### config.mk
export PLATFORM = sky130hd
export DESIGN_NAME = pipelined_alu
export DESIGN_NICKNAME = d
export VERILOG_FILES = /design/src/rtl/alu_pkg.sv /design/src/rtl/alu_core.sv /design/src/rtl/pipelined_alu.sv
export SDC_FILE = /design/constraint.sdc
export NUM_CORES = 1
export LEC_CHECK = 0
export CAP_MARGIN = 20
export CORE_MARGIN = 5
export CORE_UTILIZATION = 30
export CTS_CLUSTER_SIZE = 30
export DETAILED_ROUTE_END_ITERATION = 12
export SETUP_SLACK_MARGIN = 0.2
export SKIP_CTS_REPAIR_TIMING = 1
export SYNTH_ARGS = -nofsm -noshare
export SYNTH_HDL_FRONTEND = slang
export SYNTH_HIERARCHICAL = 1
export SYNTH_SLANG_ARGS = --single-unit
### constraint.sdc
create_clock -name clk -period 7.2 [get_ports clk]
set_input_delay 1.08 -clock clk [delete_from_list [all_inputs] [get_ports clk]]
set_output_delay 1.08 -clock clk [all_outputs]
set_load 0.05 [all_outputs]
### src/rtl/alu_pkg.sv
// Shared definitions for the pipelined ALU: opcode encoding, flag bit
// positions inside {N,V,Z} and the PADDSB lane width.
package alu_pkg;

    typedef enum logic [2:0] {
        OP_ADD    = 3'b000,
        OP_SUB    = 3'b001,
        OP_XOR    = 3'b010,
        OP_RED    = 3'b011,
        OP_SLL    = 3'b100,
        OP_SRA    = 3'b101,
        OP_ROR    = 3'b110,
        OP_PADDSB = 3'b111
    } alu_op_e;

    // Bit positions inside a {N,V,Z} triple
    localparam int N_IDX = 2;
    localparam int V_IDX = 1;
    localparam int Z_IDX = 0;

    // Width of one PADDSB lane
    localparam int LANE_W = 4;

endpackage

### src/rtl/alu_core.sv
// Purely combinational ALU datapath sitting between S1 and S2.
// Produces the result, its {N,V,Z}, the illegal marker and wr_nv, which
// tells the flag register whether N and V are written along with Z.
// Optional feature: define ALU_PADDSB_EN to build the PADDSB lane adder;
// without it opcode 111 is reported as illegal.
module alu_core
    import alu_pkg::*;
#(
    parameter int WIDTH = 16
) (
    input  alu_op_e          op,
    input  logic [WIDTH-1:0] a,
    input  logic [WIDTH-1:0] b,
    output logic [WIDTH-1:0] result,
    output logic [2:0]       nvz,
    output logic             illegal,
    output logic             wr_nv
);

    localparam int SH_W   = $clog2(WIDTH);
    localparam int NBYTES = WIDTH / 8;
    localparam logic [WIDTH-1:0] SAT_MAX = {1'b0, {(WIDTH-1){1'b1}}};
    localparam logic [WIDTH-1:0] SAT_MIN = {1'b1, {(WIDTH-1){1'b0}}};

    genvar gi;

    // Saturating add/sub: overflow is judged from the operand and raw result signs
    logic [WIDTH-1:0] add_raw;
    logic [WIDTH-1:0] sub_raw;
    logic             add_ovf;
    logic             sub_ovf;

    // Raw sums and signed overflow detection
    always_comb begin
        add_raw = a + b;
        sub_raw = a - b;
        add_ovf = (a[WIDTH-1] == b[WIDTH-1]) && (add_raw[WIDTH-1] != a[WIDTH-1]);
        sub_ovf = (a[WIDTH-1] != b[WIDTH-1]) && (sub_raw[WIDTH-1] != a[WIDTH-1]);
    end

    // Byte reduction: every byte sign-extended to WIDTH; the total always fits
    logic [WIDTH-1:0] a_byte_ext [NBYTES];
    logic [WIDTH-1:0] b_byte_ext [NBYTES];
    logic [WIDTH-1:0] red_sum;

    generate
        for (gi = 0; gi < NBYTES; gi++) begin : g_byte
            assign a_byte_ext[gi] = {{(WIDTH-8){a[8*gi+7]}}, a[8*gi +: 8]};
            assign b_byte_ext[gi] = {{(WIDTH-8){b[8*gi+7]}}, b[8*gi +: 8]};
        end
    endgenerate

    // Accumulate all sign-extended bytes of both operands
    always_comb begin
        red_sum = '0;
        for (int i = 0; i < NBYTES; i++) begin
            red_sum = red_sum + a_byte_ext[i] + b_byte_ext[i];
        end
    end

    // Shifter; a left shift by WIDTH (amount 0) yields zero, so ROR of 0 is a
    logic [SH_W-1:0]  shamt;
    logic [SH_W:0]    rot_left;
    logic [WIDTH-1:0] sll_res;
    logic [WIDTH-1:0] sra_res;
    logic [WIDTH-1:0] ror_res;

    // Shift and rotate results
    always_comb begin
        shamt    = b[SH_W-1:0];
        rot_left = (SH_W+1)'(WIDTH) - {1'b0, shamt};
        sll_res  = a << shamt;
        sra_res  = $signed(a) >>> shamt;
        ror_res  = (a >> shamt) | (a << rot_left);
    end

`ifdef ALU_PADDSB_EN
    localparam int LANES = WIDTH / LANE_W;
    localparam logic [LANE_W-1:0] LANE_MAX = {1'b0, {(LANE_W-1){1'b1}}};
    localparam logic [LANE_W-1:0] LANE_MIN = {1'b1, {(LANE_W-1){1'b0}}};

    logic [WIDTH-1:0] padd_res;

    generate
        for (gi = 0; gi < LANES; gi++) begin : g_lane
            logic [LANE_W:0] lane_sum;
            assign lane_sum = {a[gi*LANE_W+LANE_W-1], a[gi*LANE_W +: LANE_W]}
                            + {b[gi*LANE_W+LANE_W-1], b[gi*LANE_W +: LANE_W]};
            assign padd_res[gi*LANE_W +: LANE_W] =
                (lane_sum[LANE_W] != lane_sum[LANE_W-1])
                    ? (lane_sum[LANE_W] ? LANE_MIN : LANE_MAX)
                    : lane_sum[LANE_W-1:0];
        end
    endgenerate
`endif

    logic [WIDTH-1:0] res;
    logic             ovf;

    // Opcode select and {N,V,Z} formation
    always_comb begin
        res     = '0;
        ovf     = 1'b0;
        wr_nv   = 1'b0;
        illegal = 1'b0;
        case (op)
            OP_ADD: begin
                res   = add_ovf ? (a[WIDTH-1] ? SAT_MIN : SAT_MAX) : add_raw;
                ovf   = add_ovf;
                wr_nv = 1'b1;
            end
            OP_SUB: begin
                res   = sub_ovf ? (a[WIDTH-1] ? SAT_MIN : SAT_MAX) : sub_raw;
                ovf   = sub_ovf;
                wr_nv = 1'b1;
            end
            OP_XOR:    res = a ^ b;
            OP_RED:    res = red_sum;
            OP_SLL:    res = sll_res;
            OP_SRA:    res = sra_res;
            OP_ROR:    res = ror_res;
            OP_PADDSB: begin
`ifdef ALU_PADDSB_EN
                res = padd_res;
`else
                illegal = 1'b1;
`endif
            end
            default:   illegal = 1'b1;
        endcase

        result = res;
        nvz    = '0;
        if (!illegal) begin
            nvz[N_IDX] = wr_nv & res[WIDTH-1];
            nvz[V_IDX] = ovf;
            nvz[Z_IDX] = (res == '0);
        end
    end

endmodule

### src/rtl/pipelined_alu.sv
// Two-stage valid/ready ALU pipeline. S1 registers the accepted operands,
// S2 registers the computed result; the architectural {N,V,Z} register is
// written when S2 hands its result off.
// Optional feature: define ALU_PADDSB_EN to execute PADDSB for opcode 111
// (passed down to alu_core).
module pipelined_alu
    import alu_pkg::*;
#(
    parameter int         WIDTH     = 16,   // multiple of 8, at least 16
    parameter logic [2:0] FLAG_INIT = 3'b000
) (
    input  logic             clk,
    input  logic             rst,
    input  logic             in_valid,
    output logic             in_ready,
    input  logic [WIDTH-1:0] in_a,
    input  logic [WIDTH-1:0] in_b,
    input  logic [2:0]       in_op,
    output logic             out_valid,
    input  logic             out_ready,
    output logic [WIDTH-1:0] out_result,
    output logic [2:0]       out_nvz,
    output logic             out_illegal,
    output logic [2:0]       flags
);

    // S1 state
    logic             s1_valid_q, s1_valid_d;
    logic [WIDTH-1:0] s1_a_q, s1_a_d;
    logic [WIDTH-1:0] s1_b_q, s1_b_d;
    alu_op_e          s1_op_q, s1_op_d;

    // S2 state
    logic             s2_valid_q, s2_valid_d;
    logic [WIDTH-1:0] s2_result_q, s2_result_d;
    logic [2:0]       s2_nvz_q, s2_nvz_d;
    logic             s2_illegal_q, s2_illegal_d;
    logic             s2_wr_nv_q, s2_wr_nv_d;

    // Architectural flags
    logic [2:0]       flags_q, flags_d;

    // Core outputs
    logic [WIDTH-1:0] core_result;
    logic [2:0]       core_nvz;
    logic             core_illegal;
    logic             core_wr_nv;

    logic             s1_advance;
    logic             accept;
    logic             retire;

    alu_core #(
        .WIDTH (WIDTH)
    ) u_core (
        .op      (s1_op_q),
        .a       (s1_a_q),
        .b       (s1_b_q),
        .result  (core_result),
        .nvz     (core_nvz),
        .illegal (core_illegal),
        .wr_nv   (core_wr_nv)
    );

    // Handshake control: S1 moves whenever S2 is empty or draining
    always_comb begin
        s1_advance = !s2_valid_q || out_ready;
        in_ready   = !s1_valid_q || s1_advance;
        accept     = in_valid && in_ready;
        retire     = s2_valid_q && out_ready;
    end

    // S1 next state: load on accept, empty when its content moves on
    always_comb begin
        s1_valid_d = s1_valid_q;
        s1_a_d     = s1_a_q;
        s1_b_d     = s1_b_q;
        s1_op_d    = s1_op_q;
        if (accept) begin
            s1_valid_d = 1'b1;
            s1_a_d     = in_a;
            s1_b_d     = in_b;
            s1_op_d    = alu_op_e'(in_op);
        end else if (s1_advance) begin
            s1_valid_d = 1'b0;
        end
    end

    // S2 next state: capture the core output when S1 advances, else hold
    always_comb begin
        s2_valid_d   = s2_valid_q;
        s2_result_d  = s2_result_q;
        s2_nvz_d     = s2_nvz_q;
        s2_illegal_d = s2_illegal_q;
        s2_wr_nv_d   = s2_wr_nv_q;
        if (s1_advance) begin
            s2_valid_d = s1_valid_q;
            if (s1_valid_q) begin
                s2_result_d  = core_result;
                s2_nvz_d     = core_nvz;
                s2_illegal_d = core_illegal;
                s2_wr_nv_d   = core_wr_nv;
            end
        end
    end

    // Flag update on retirement: ADD/SUB write all three, others only Z
    always_comb begin
        flags_d = flags_q;
        if (retire && !s2_illegal_q) begin
            if (s2_wr_nv_q) begin
                flags_d = s2_nvz_q;
            end else begin
                flags_d[Z_IDX] = s2_nvz_q[Z_IDX];
            end
        end
    end

    // State registers with asynchronous reset; in-flight work is dropped
    always_ff @(posedge clk or posedge rst) begin
        if (rst) begin
            s1_valid_q   <= 1'b0;
            s1_a_q       <= '0;
            s1_b_q       <= '0;
            s1_op_q      <= OP_ADD;
            s2_valid_q   <= 1'b0;
            s2_result_q  <= '0;
            s2_nvz_q     <= '0;
            s2_illegal_q <= 1'b0;
            s2_wr_nv_q   <= 1'b0;
            flags_q      <= FLAG_INIT;
        end else begin
            s1_valid_q   <= s1_valid_d;
            s1_a_q       <= s1_a_d;
            s1_b_q       <= s1_b_d;
            s1_op_q      <= s1_op_d;
            s2_valid_q   <= s2_valid_d;
            s2_result_q  <= s2_result_d;
            s2_nvz_q     <= s2_nvz_d;
            s2_illegal_q <= s2_illegal_d;
            s2_wr_nv_q   <= s2_wr_nv_d;
            flags_q      <= flags_d;
        end
    end

    // Output view of S2 and the flag register
    always_comb begin
        out_valid   = s2_valid_q;
        out_result  = s2_result_q;
        out_nvz     = s2_nvz_q;
        out_illegal = s2_illegal_q;
        flags       = flags_q;
    end

endmodule

Word level (Yosys, flattened, before mapping)
Index checks and enable logic that the tools add are counted.
{ "word_totals": {"inputBits": 39, "word_cells": 61, "reg_bits": 61} }
{ "classes": {"muxes": 10, "bitwise_logic": 3, "n_reduce_logical": 16, "shifts": 4, "eq_ne": 11, "addsub": 6} }
{ "ops": {"columns": ["operator", "n"], "rows": [
  ["16-bit one-hot mux with 7 select lines", 1],
  ["16-bit adder", 3],
  ["16-bit 2-to-1 mux", 3],
  ["16-bit zero test", 1],
  ["16-bit bitwise OR", 1],
  ["16-bit by 4-bit left shift with 16-bit output", 1],
  ["16-bit by 5-bit left shift with 16-bit output", 1],
  ["16-bit by 4-bit right shift with 16-bit output", 1],
  ["16-bit by 4-bit >>> shifter with 16-bit output", 1],
  ["16-bit subtractor", 1],
  ["16-bit XOR", 1],
  ["3-bit equality test (second input constant)", 4],
  ["8-bit by 8-bit adder with 9-bit output", 1],
  ["3-bit by 2-bit equality test with 1-bit output (second input constant)", 2],
  ["1-bit logical AND", 5],
  ["5-bit by 4-bit subtractor with 5-bit output (first input constant)", 1],
  ["1-bit 2-to-1 mux", 4],
  ["2-bit AND reduction", 2],
  ["3-bit by 1-bit equality test with 1-bit output (second input constant)", 1],
  ["1-bit zero test", 3],
  ["3-bit zero test", 1],
  ["3-bit 2-to-1 mux", 1],
  ["1-bit != test", 3],
  ["1-bit logical OR", 2],
  ["5 further kinds", 5]
]} }

Logic depth before layout (Yosys ltp)
Gate-level depths: netlist of run 1.
{ "depth": {"word_depth": 7, "mapped_depth": 22, "ltp_nobuf": 19} }

Modules after synthesis
The synthesis of run 1 kept the hierarchy.
{ "by_module_without_submodules": {"columns": ["mod", "cells_per_inst", "area_each_um2", "n_inst"], "rows": [
  ["alu_core", 767, 5845.6, 1],
  ["pipelined_alu", 135, 2471.1, 1]
]} }

Worst setup path before layout of run 1
No wires, ideal clock.
{ "synth_timing": {"kind": "register -> register", "from": "register s1_b_q[3]", "to": "register s2_nvz_q[0], in the netlist out_nvz[0]", "required_time_ns": 7.133, "stages_incl_launch_ff": 23, "t_arrival_ns": 4.989, "slack_ns": 2.144, "path_cell_list": "dfrtp_1 clkbuf_1 clkbuf_1 inv_2 ha_1 clkbuf_1 nand2_1 a211oi_1 o211ai_1 a31oi_1 a21o_1 a21oi_1 fa_1 nand3b_1 and2_0 a32o_1 o31ai_1 o2111ai_1 a211o_2 nor4b_2 nand4b_1 nor3_2 mux2_2"} }
{ "synth_between": {"elab_chain_len": 7} }
{ "synth_rtl": {"columns": ["element", "line_no", "source"], "rows": [
  ["from (decl)", "pipelined_alu.sv:30", "logic [WIDTH-1:0] s1_b_q, s1_b_d;"],
  ["from (signal assigned)", "pipelined_alu.sv:124", "s1_b_q <= '0;"],
  ["from (signal assigned)", "pipelined_alu.sv:135", "s1_b_q <= s1_b_d;"],
  ["parallel branches: the longest is 4 deep, another holds 16-bit adder", null, null],
  ["16-bit one-hot mux with 7 select lines (*)", "alu_core.sv:106", "case (op)"],
  ["via core_result[3]", "pipelined_alu.sv:44", "logic [WIDTH-1:0] core_result;"],
  ["16-bit zero test (*)", "alu_core.sv:137", "nvz[Z_IDX] = (res == '0);"],
  ["3-bit 2-to-1 mux (*)", "alu_core.sv:134", "if (!illegal) begin"],
  ["via core_nvz[0]", "pipelined_alu.sv:45", "logic [2:0] core_nvz;"],
  ["to (signal assigned)", "pipelined_alu.sv:139", "s2_nvz_q <= s2_nvz_d;"],
  ["to (decl)", "pipelined_alu.sv:36", "logic [2:0] s2_nvz_q, s2_nvz_d;"]
]} }
Mark *: on every way through the listed nets, which the timed path passes.
A chain may end at the register's enable or synchronous reset.

Worst setup path after layout of run 1
Same ends and word-level chain as after synthesis.

==> impl_metrics.toml, run 1 <==
[synth]
yosysTopAreaCell = "dfrtp_1"
synth_area_leaders = "dfrtp_1, mux4_2, ha_1"
yosysWarnings = 6
synth_fp_nets = 1003
yosys-top-cells-count = "nor2_1, inv_1, dfrtp_1, nand2_1, a21oi_1"
synth_area_mm2 = 0.00832
ys_seq_elements = 61
async_reset_ff_share_pct = 100
synth_ff_type = "dfrtp_1"
yosysSeqAreaShare_pct = 18.4
syn_area_per_cell_um2 = 9.22
yosys.cell_types.count = 100
synth_edf_count = 0
yosysMostFrequentCell = "nor2_1"
syn_inst = 902
yosys.area.top_type_share_pct = 18.4

[setup_path]
worstSetupPathType = "reg2reg"
startpoint_type = "flop"
arrival_ns = 5.75
reg2reg_from = "s1_b_q[3]$_DFFE_PP0P_"
worstPathRequired_ns = 7.47
reg2reg_depth = 20
r2r-end = "out_nvz[0]$_DFFE_PP0P_"
crit_path_end_kind = "flop"
rrSetupSlack_ns = 1.73
path_max_fanout = 31

[placement]
io_buffers = 63
dp_hpwl_um = 23800
place.gp.congestion = 0.997
placed_cells_incl_taps = 1297

[routing]
ant_nets = 0
routedWlPerCell_um = 23.5
wirelength_um = 30900
drc = 0
vias = 7708
firstDrtPassIters = 6
drt-initial-drc-count = 893
viasPerCell = 5.87

[pwr]
p_leak_uw = 0.00402
vdd_drop_max_mv = 0.217
p_per_area_mw_per_mm2 = 358

[grt]
grt_max_degree = 62
grt_pass1_vias = 7223
overflow = 0
grt.total_usage_pct = 19.5
grt_pass1_wl_um = 46300
antenna_found_initial = 1

[cts]
clock_path_buffers = 2
cts_sinks = 61
cts_buffers = 9
cts_tree = "built"
cts_root_buffer = "clkbuf_16"
clkTransAtPathRegs_ns = 0.06
clkLatencyLatePin_ns = 0.34
htreeDepth = 3

[outcome]
status = "complete, no violations"

[cells_and_area]
syn_to_final_growth_pct = 14.0
fin_cells = 1313
drive_above_1_share_pct = 17.6
diodes = 0
nets = 1031

[floorplanning]
die-area_mm2 = 0.0312
fp.dieH_um = 177
die_x_um = 177
design.core.area_mm2 = 0.0276
initial_core_util_pct = 30.2
std_cell_rows = 61
io_pins = 64

[hold_path]
worstHoldPathType = "reg2reg"
min_from = "flags[2]$_DFFE_PP0P_"
holdPathEnd = "flags[2]$_DFFE_PP0P_"
worstHoldPathCells = 1

[sta]
rsz0062_at_grt = "no"
min_period_over_period_pct = 76.0
setup_viol = 0
period_minus_slack_ns = 5.47
max_freq_mhz = 183
slew_viol_final = 0
tightest_slew_ns = 0.918
slew-limit-headroom_pct = 38.8
clock_skew_ns = 0.0121
setup_tns_ns = 0
hold_viol_final = 0

[job]
cap_violations = 0
==> critical path, stage by stage (launching register included) <==
cell	delay [ns]
dfrtp_1	0.32
buf_4	0.29
inv_2	0.20
ha_1	0.58
nand2_1	0.15
a211oi_1	0.35
o211ai_1	0.18
a31oi_1	0.25
a21o_1	0.16
a21oi_1	0.09
fa_1	0.55
nand3b_1	0.20
and2_0	0.36
a32o_1	0.28
o31ai_1	0.18
o2111ai_1	0.13
a211o_2	0.37
nor4b_2	0.28
nand4b_1	0.14
nor3_2	0.16
mux2_2	0.15
==> state kept, by name, summed over array words and instances (netlist names) <==
signal and cells:
s1_valid_q 1, out_illegal 1, s1_op_q 3, s1_b_q 16
out_result 16, out_valid 1, flags 3, s1_a_q 16
out_nvz 3, s2_wr_nv_q 1
==> stage by stage <==
step	setup slack [ns]	util, %	hold WS (ns)	cell area, µm²	total power [µW]
after floorplan	2.14	-	0.479	8320	2140
after global placement	1.85	33.3	0.488	9170	2870
after detailed placement	1.74	33.3	0.494	9170	2870
after CTS	1.72	34.4	0.504	9480	3350
after global routing	1.28	34.4	0.520	9480	3580
final	1.73	34.4	0.498	9480	3390
==> placed cells by master (no fill, tap or decap), types with 13 or more instances in the layout <==
cell / instances
a211oi_1: 15
nor3_1: 19
mux4_2: 27
inv_1: 63
nand2_1: 55
mux2_4: 34
clkdlybuf4s50_1: 63
o211ai_1: 13
mux2_2: 45
o21ai_0: 26
ha_1: 42
buf_4: 16
mux2i_1: 28
a21oi_1: 47
fa_1: 20
nor2_1: 68
nand2b_1: 17
dfrtp_1: 59
xnor2_1: 23
==> layout make-up <==
| class | instances | area, µm² |
|---|---|---|
| Multi-Input combinational cell | 711 | 6160 |
| Clock buffer | 11 | 233 |
| Timing Repair Buffer | 79 | 751 |
| Inverter | 68 | 255 |
| Clock inverter | 5 | 75.1 |
| Sequential cell | 61 | 1530 |
| Fill cell | 2857 | 18100 |
| Tap cell | 378 | 473 |
==> cells by family after synthesis <==
family                   after synthesis  share of synthesized area, %
XOR/XNOR                              29                          3.14
adder cells (fa/ha/maj)               62                          11.1
AO/OA/AOI/OAI                        230                          20.0
multiplexers                         139                          23.8
AND/OR/NAND/NOR                      251                          16.0
flip-flops                            61                          18.4
buffers and inverters                130                          7.55
==> metal layers <==
layer  routed length (µm)  vias to the layer above  track usage (%)  share of wire, %
met5                   10                        -                0             0.032
met4                 1100                        2             6.58               3.6
met2                13000                      429             28.4                42
li1                     -                     3426                -                 -
met1                13500                     3771             27.9                44
met3                 3250                       80             5.44                11
==> worst max path at each step <==
stage | endpoint | start | cells past startpoint
after floorplan | out_nvz[0]$_DFFE_PP0P_ | s1_b_q[3]$_DFFE_PP0P_ | 22
after global placement | out_nvz[0]$_DFFE_PP0P_ | s1_b_q[3]$_DFFE_PP0P_ | 20
after global routing | out_nvz[0]$_DFFE_PP0P_ | s1_b_q[3]$_DFFE_PP0P_ | 20
after detailed placement | out_nvz[0]$_DFFE_PP0P_ | s1_b_q[3]$_DFFE_PP0P_ | 20
final | out_nvz[0]$_DFFE_PP0P_ | s1_b_q[3]$_DFFE_PP0P_ | 20
after CTS | out_nvz[0]$_DFFE_PP0P_ | s1_b_q[3]$_DFFE_PP0P_ | 20
==> report_power, final <==
group | internal, µW | switching, µW | total (µW)
clock | 301 | 161 | 462
sequential | 425 | 119 | 544
combinational | 933 | 1450 | 2380
total | 1660 | 1730 | 3390
Power figures use the tool's default switching activity.
==> run 2: changes to the inputs <==
- clock period: 7.2 -> 4.85 ns (I/O delays scaled with it)
==> run 2 against run 1 <==
  * Via count is 3.0% higher
  * Critical endpoint unchanged
  * Cell count is 3.9% higher
  * Total power is 55% higher
  * Sequential power is 35% higher
  * Cell area is 5.3% higher
  * Clock skew is 0.00068 ns higher
  * Critical path type unchanged
  * Combinational power is 63% higher
==> impl_metrics.toml, run 2 (synthesis gave the netlist of run 1 again) <==
[outcome]
status = "complete, no violations"

[sta]
tightest_slew_ns = 0.872
hold_viol_final = 0
rsz0062_at_grt = "no"
layout_setup_ws_ns = 0.326
period_minus_slack_ns = 4.52
timing.hold.ws_ns = 0.500
setup_viol = 0
min_period_over_period_pct = 93.3
slew-limit-headroom_pct = 41.7
clock_skew_ns = 0.0128
max_freq_mhz = 221
setup_tns_ns = 0
slew_viol_final = 0

[grt]
antenna_found_initial = 0
overflow = 0
grt_pass1_vias = 7750
grt.total_usage_pct = 21.0
grt_pass1_wl_um = 50000
grt_max_degree = 53

[cells_and_area]
final_cell_mix = "nor2_1, buf_4, clkdlybuf4s50_1"
fin_cells = 1364
multiInputGateArea_mm2 = 0.00629
regArea_mm2 = 0.00153
nets = 1082
syn_to_final_growth_pct = 20.0
diodes = 0
nFillCells = 2817
final_area_mm2 = 0.00998
drive_above_1_share_pct = 24.5

[setup_path]
path_delay_family = "adder cells"
reg2reg_from = "s1_b_q[3]$_DFFE_PP0P_"
path_cells = "inv_2 > buf_4 > fa_1 > fa_1 > inv_1 > ha_1 > buf_4 > a21oi_1 > xor2_1 > o22ai_1 > or3b_1 > a2111o_1 > a2111oi_2 > nand4b_1 > nor3_2 > mux2_2"
path_max_fanout = 10
critPathMaxStageDelay_ns = 0.53
reg2reg_depth = 16
crit_path_end_kind = "flop"
arrival_ns = 4.80
rrSetupSlack_ns = 0.33
worstPathRequired_ns = 5.13
r2r-end = "out_nvz[0]$_DFFE_PP0P_"
crit_slowest_cell = "fa_1"
startpoint_type = "flop"
cp.buffers_inverters = 4
worstSetupPathType = "reg2reg"

[routing]
vias = 7943
firstDrtPassIters = 6
drt-initial-drc-count = 976
routedWlPerCell_um = 24.2
drc = 0
viasPerCell = 5.82
wirelength_um = 33000
ant_nets = 0

[floorplanning]
initial_core_util_pct = 30.2
die-area_mm2 = 0.0312
std_cell_rows = 61
fp.dieH_um = 177
io_pins = 64
die_x_um = 177
design.core.area_mm2 = 0.0276

[placement]
placed_cells_incl_taps = 1338
post-place-ws_ns = 0.252
dp_hpwl_um = 25900
io_buffers = 63
place.gp.congestion = 1.03
postPlaceCellArea_mm2 = 0.00950

[cts]
cts_tree = "built"
clkLatencyLatePin_ns = 0.35
cts_buffers = 9
htreeDepth = 3
cts_sinks = 61
clock_path_buffers = 2
cts_root_buffer = "clkbuf_16"
clkTransAtPathRegs_ns = 0.06

[pwr]
p_per_area_mw_per_mm2 = 528
p_leak_uw = 0.00426
vdd_drop_max_mv = 0.392

[hold_path]
min_from = "out_result[10]$_DFFE_PP0P_"
worstHoldPathType = "reg2reg"
holdPathEnd = "out_result[10]$_DFFE_PP0P_"
worstHoldPathCells = 1

[job]
cap_violations = 0
-- run 2: stage by stage --
stage / total power, µW / util (%)
after floorplan: 3190 / -
after global placement: 4450 / 34.5
after detailed placement: 4430 / 34.5
after CTS: 5110 / 35.6
after global routing: 5570 / 36.2
final: 5270 / 36.2
-- run 2: worst max-delay path by stage --
stage	cells after the start	slack, ns	start	to
floorplan	22	0.23	s1_b_q[3]$_DFFE_PP0P_	out_nvz[0]$_DFFE_PP0P_
global placement	18	0.31	s1_a_q[1]$_DFFE_PP0P_	out_nvz[0]$_DFFE_PP0P_
detailed placement	18	0.25	s1_a_q[1]$_DFFE_PP0P_	out_nvz[0]$_DFFE_PP0P_
CTS	18	0.23	s1_a_q[1]$_DFFE_PP0P_	out_nvz[0]$_DFFE_PP0P_
global route	19	0.17	s1_b_q[4]$_DFFE_PP0P_	out_nvz[0]$_DFFE_PP0P_
finish	16	0.33	s1_b_q[3]$_DFFE_PP0P_	out_nvz[0]$_DFFE_PP0P_
-- run 2: layer usage --
metal,wire length [µm],part of all wire [%],track usage [%],up-vias
met5,0,0,0,-
met4,1440,4.4,8.45,0
met1,14000,42,29.3,3882
met2,14700,44,32.1,452
li1,-,-,-,3528
met3,2900,8.8,3.98,81
-- run 2: area by class of cell --
class                           count  share of cell area (%)
Multi-Input combinational cell    711                    63.0
Tap cell                          378                    4.74
Sequential cell                    61                    15.3
Clock buffer                        9                    2.26
Timing Repair Buffer              130                    11.4
Clock inverter                      7                   0.752
Inverter                           68                    2.56
-- run 2: power breakdown --
part	switching [µW]	internal [µW]	total, µW
registers	103	633	736
logic	2330	1550	3880
clock network	255	399	654
==> run 3: changes to the inputs <==
--- a/config.mk
+++ b/config.mk
@@ -8,8 +8,8 @@
 export CAP_MARGIN = 20
 export CORE_MARGIN = 5
-export CORE_UTILIZATION = 30
+export CORE_UTILIZATION = 35
 export CTS_CLUSTER_SIZE = 30
 export DETAILED_ROUTE_END_ITERATION = 12
-export SETUP_SLACK_MARGIN = 0.2
+export SETUP_SLACK_MARGIN = 0.3
 export SKIP_CTS_REPAIR_TIMING = 1
 export SYNTH_ARGS = -nofsm -noshare
==> constraint.sdc (replaced) <==
create_clock -name clk -period 4.85 [get_ports clk]
set_input_delay 1.2125 -clock clk [delete_from_list [all_inputs] [get_ports clk]]
set_output_delay 1.2125 -clock clk [all_outputs]
set_load 0.05 [all_outputs]
==> run 3 against run 2 <==
  * Via count rose by 0.52%
  * Sequential power up 2%
  * Critical path depth rose by 2
  * Sequential cell count unchanged
  * Worst setup slack better by 0.13 ns
  * Largest power group unchanged
==> impl_metrics.toml, run 3 (synthesis gave the netlist of run 1 again) <==
[outcome]
status = "complete, no violations"

[sta]
period_minus_slack_ns = 4.40
max_freq_mhz = 227
slew-limit-headroom_pct = 24.9
min_period_over_period_pct = 90.7
timing.hold.ws_ns = 0.500
setup_tns_ns = 0
tightest_slew_ns = 1.11
rsz0062_at_grt = "no"
hold_viol_final = 0
setup_viol = 0
slew_viol_final = 0
clock_skew_ns = 0.0115

[routing]
wirelength_um = 31200
drt-initial-drc-count = 1213
viasPerCell = 6.13
firstDrtPassIters = 5
drc = 0
routedWlPerCell_um = 24.0
vias = 7984
ant_nets = 0

[floorplanning]
die_x_um = 164
std_cell_rows = 56
die-area_mm2 = 0.0269
initial_core_util_pct = 35.5
fp.dieH_um = 164
io_pins = 64
design.core.area_mm2 = 0.0234

[pwr]
vdd_drop_max_mv = 0.356
p_leak_uw = 0.00431
p_per_area_mw_per_mm2 = 538

[cells_and_area]
drive_above_1_share_pct = 24.8
final_cell_mix = "nor2_1, clkdlybuf4s50_1, buf_4, inv_1, dfrtp_1"
diodes = 0
nets = 1079
layout_commonest_cell = "nor2_1"
syn_to_final_growth_pct = 20.2

[setup_path]
rrSetupSlack_ns = 0.45
crit_slowest_cell = "fa_1"
worstSetupPathType = "reg2reg"
critPathMaxStageDelay_ns = 0.55
path_delay_family = "adder cells"
worstPathRequired_ns = 5.13
path_max_fanout = 20
arrival_ns = 4.68
startpoint_type = "flop"
cp.buffers_inverters = 5
path_cells = "inv_1 > buf_12 > fa_1 > fa_1 > inv_1 > ha_1 > a21o_1 > and4_1 > a31oi_1 > a21oi_1 > buf_4 > o21ai_1 > nor4_1 > buf_4 > o221ai_1 > or4_4 > nor3_2 > mux2_2"
crit_path_end_kind = "flop"
reg2reg_from = "s1_b_q[2]$_DFFE_PP0P_"
r2r-end = "out_nvz[0]$_DFFE_PP0P_"
reg2reg_depth = 18

[grt]
grt.total_usage_pct = 22.9
grt_pass1_vias = 7445
grt_pass1_wl_um = 46700
overflow = 0
grt_max_degree = 50
antenna_found_initial = 0

[placement]
io_buffers = 63
place.gp.congestion = 1.06
dp_hpwl_um = 24400

[hold_path]
worstHoldPathType = "reg2reg"
holdPathEnd = "flags[1]$_DFFE_PP0P_"
worstHoldPathCells = 1
min_from = "flags[1]$_DFFE_PP0P_"

[cts]
cts_root_buffer = "clkbuf_16"
clkTransAtPathRegs_ns = 0.06
cts_sinks = 61
cts_buffers = 9
htreeDepth = 3
clock_path_buffers = 2
cts_tree = "built"
clkLatencyLatePin_ns = 0.35

[job]
cap_violations = 0
## run 3: metrics by stage
step	power, µW	setup slack, ns	area [µm²]	std cells	util, %
4_1_cts	5140	0.236	9800	1296	41.9
6_report	5380	0.451	9990	1302	42.7
3_5_place_dp	4340	0.269	9440	1280	40.4
2_1_floorplan	3200	0.302	8380	902	-
5_1_grt	5640	0.279	9990	1302	42.7
3_3_place_gp	4350	0.338	9440	1280	40.4
## run 3: worst max path at each step
stage,start,to,slack (ns),depth (start not counted)
after floorplan,s1_b_q[2]$_DFFE_PP0P_,out_nvz[0]$_DFFE_PP0P_,0.30,22
after global placement,s1_a_q[1]$_DFFE_PP0P_,out_nvz[0]$_DFFE_PP0P_,0.34,19
after detailed placement,s1_b_q[4]$_DFFE_PP0P_,out_nvz[0]$_DFFE_PP0P_,0.27,20
after CTS,s1_b_q[4]$_DFFE_PP0P_,out_nvz[0]$_DFFE_PP0P_,0.24,20
after global routing,s1_b_q[4]$_DFFE_PP0P_,out_nvz[0]$_DFFE_PP0P_,0.28,20
final,s1_b_q[2]$_DFFE_PP0P_,out_nvz[0]$_DFFE_PP0P_,0.45,18
## run 3: cell type report
class                      instances  area, µm²
multi-input combinational        711       6320
inverter                          68        255
timing repair buffer             127       1130
sequential                        61       1530
clock buffer                      11        253
fill                            2366      13400
tap                              319        399
clock inverter                     5        106
## run 3: where the power goes
| part | leakage (µW) | internal (µW) | switching (µW) |
|---|---|---|---|
| sequential | 0.000732 | 633 | 118 |
| combinational | 0.00341 | 1570 | 2280 |
| clock | 0.000172 | 530 | 241 |
## run 3: metal layers
metal / share of wire [%] / GRT usage, % / routed length (µm) / vias to the layer above
li1: - / - / - / 3540
met1: 43 / 32.4 / 13500 / 3890
met2: 44 / 34.4 / 13600 / 458
met3: 8.4 / 3.79 / 2620 / 96
met4: 4.9 / 9.72 / 1520 / 0
met5: 0 / 0 / 0 / -
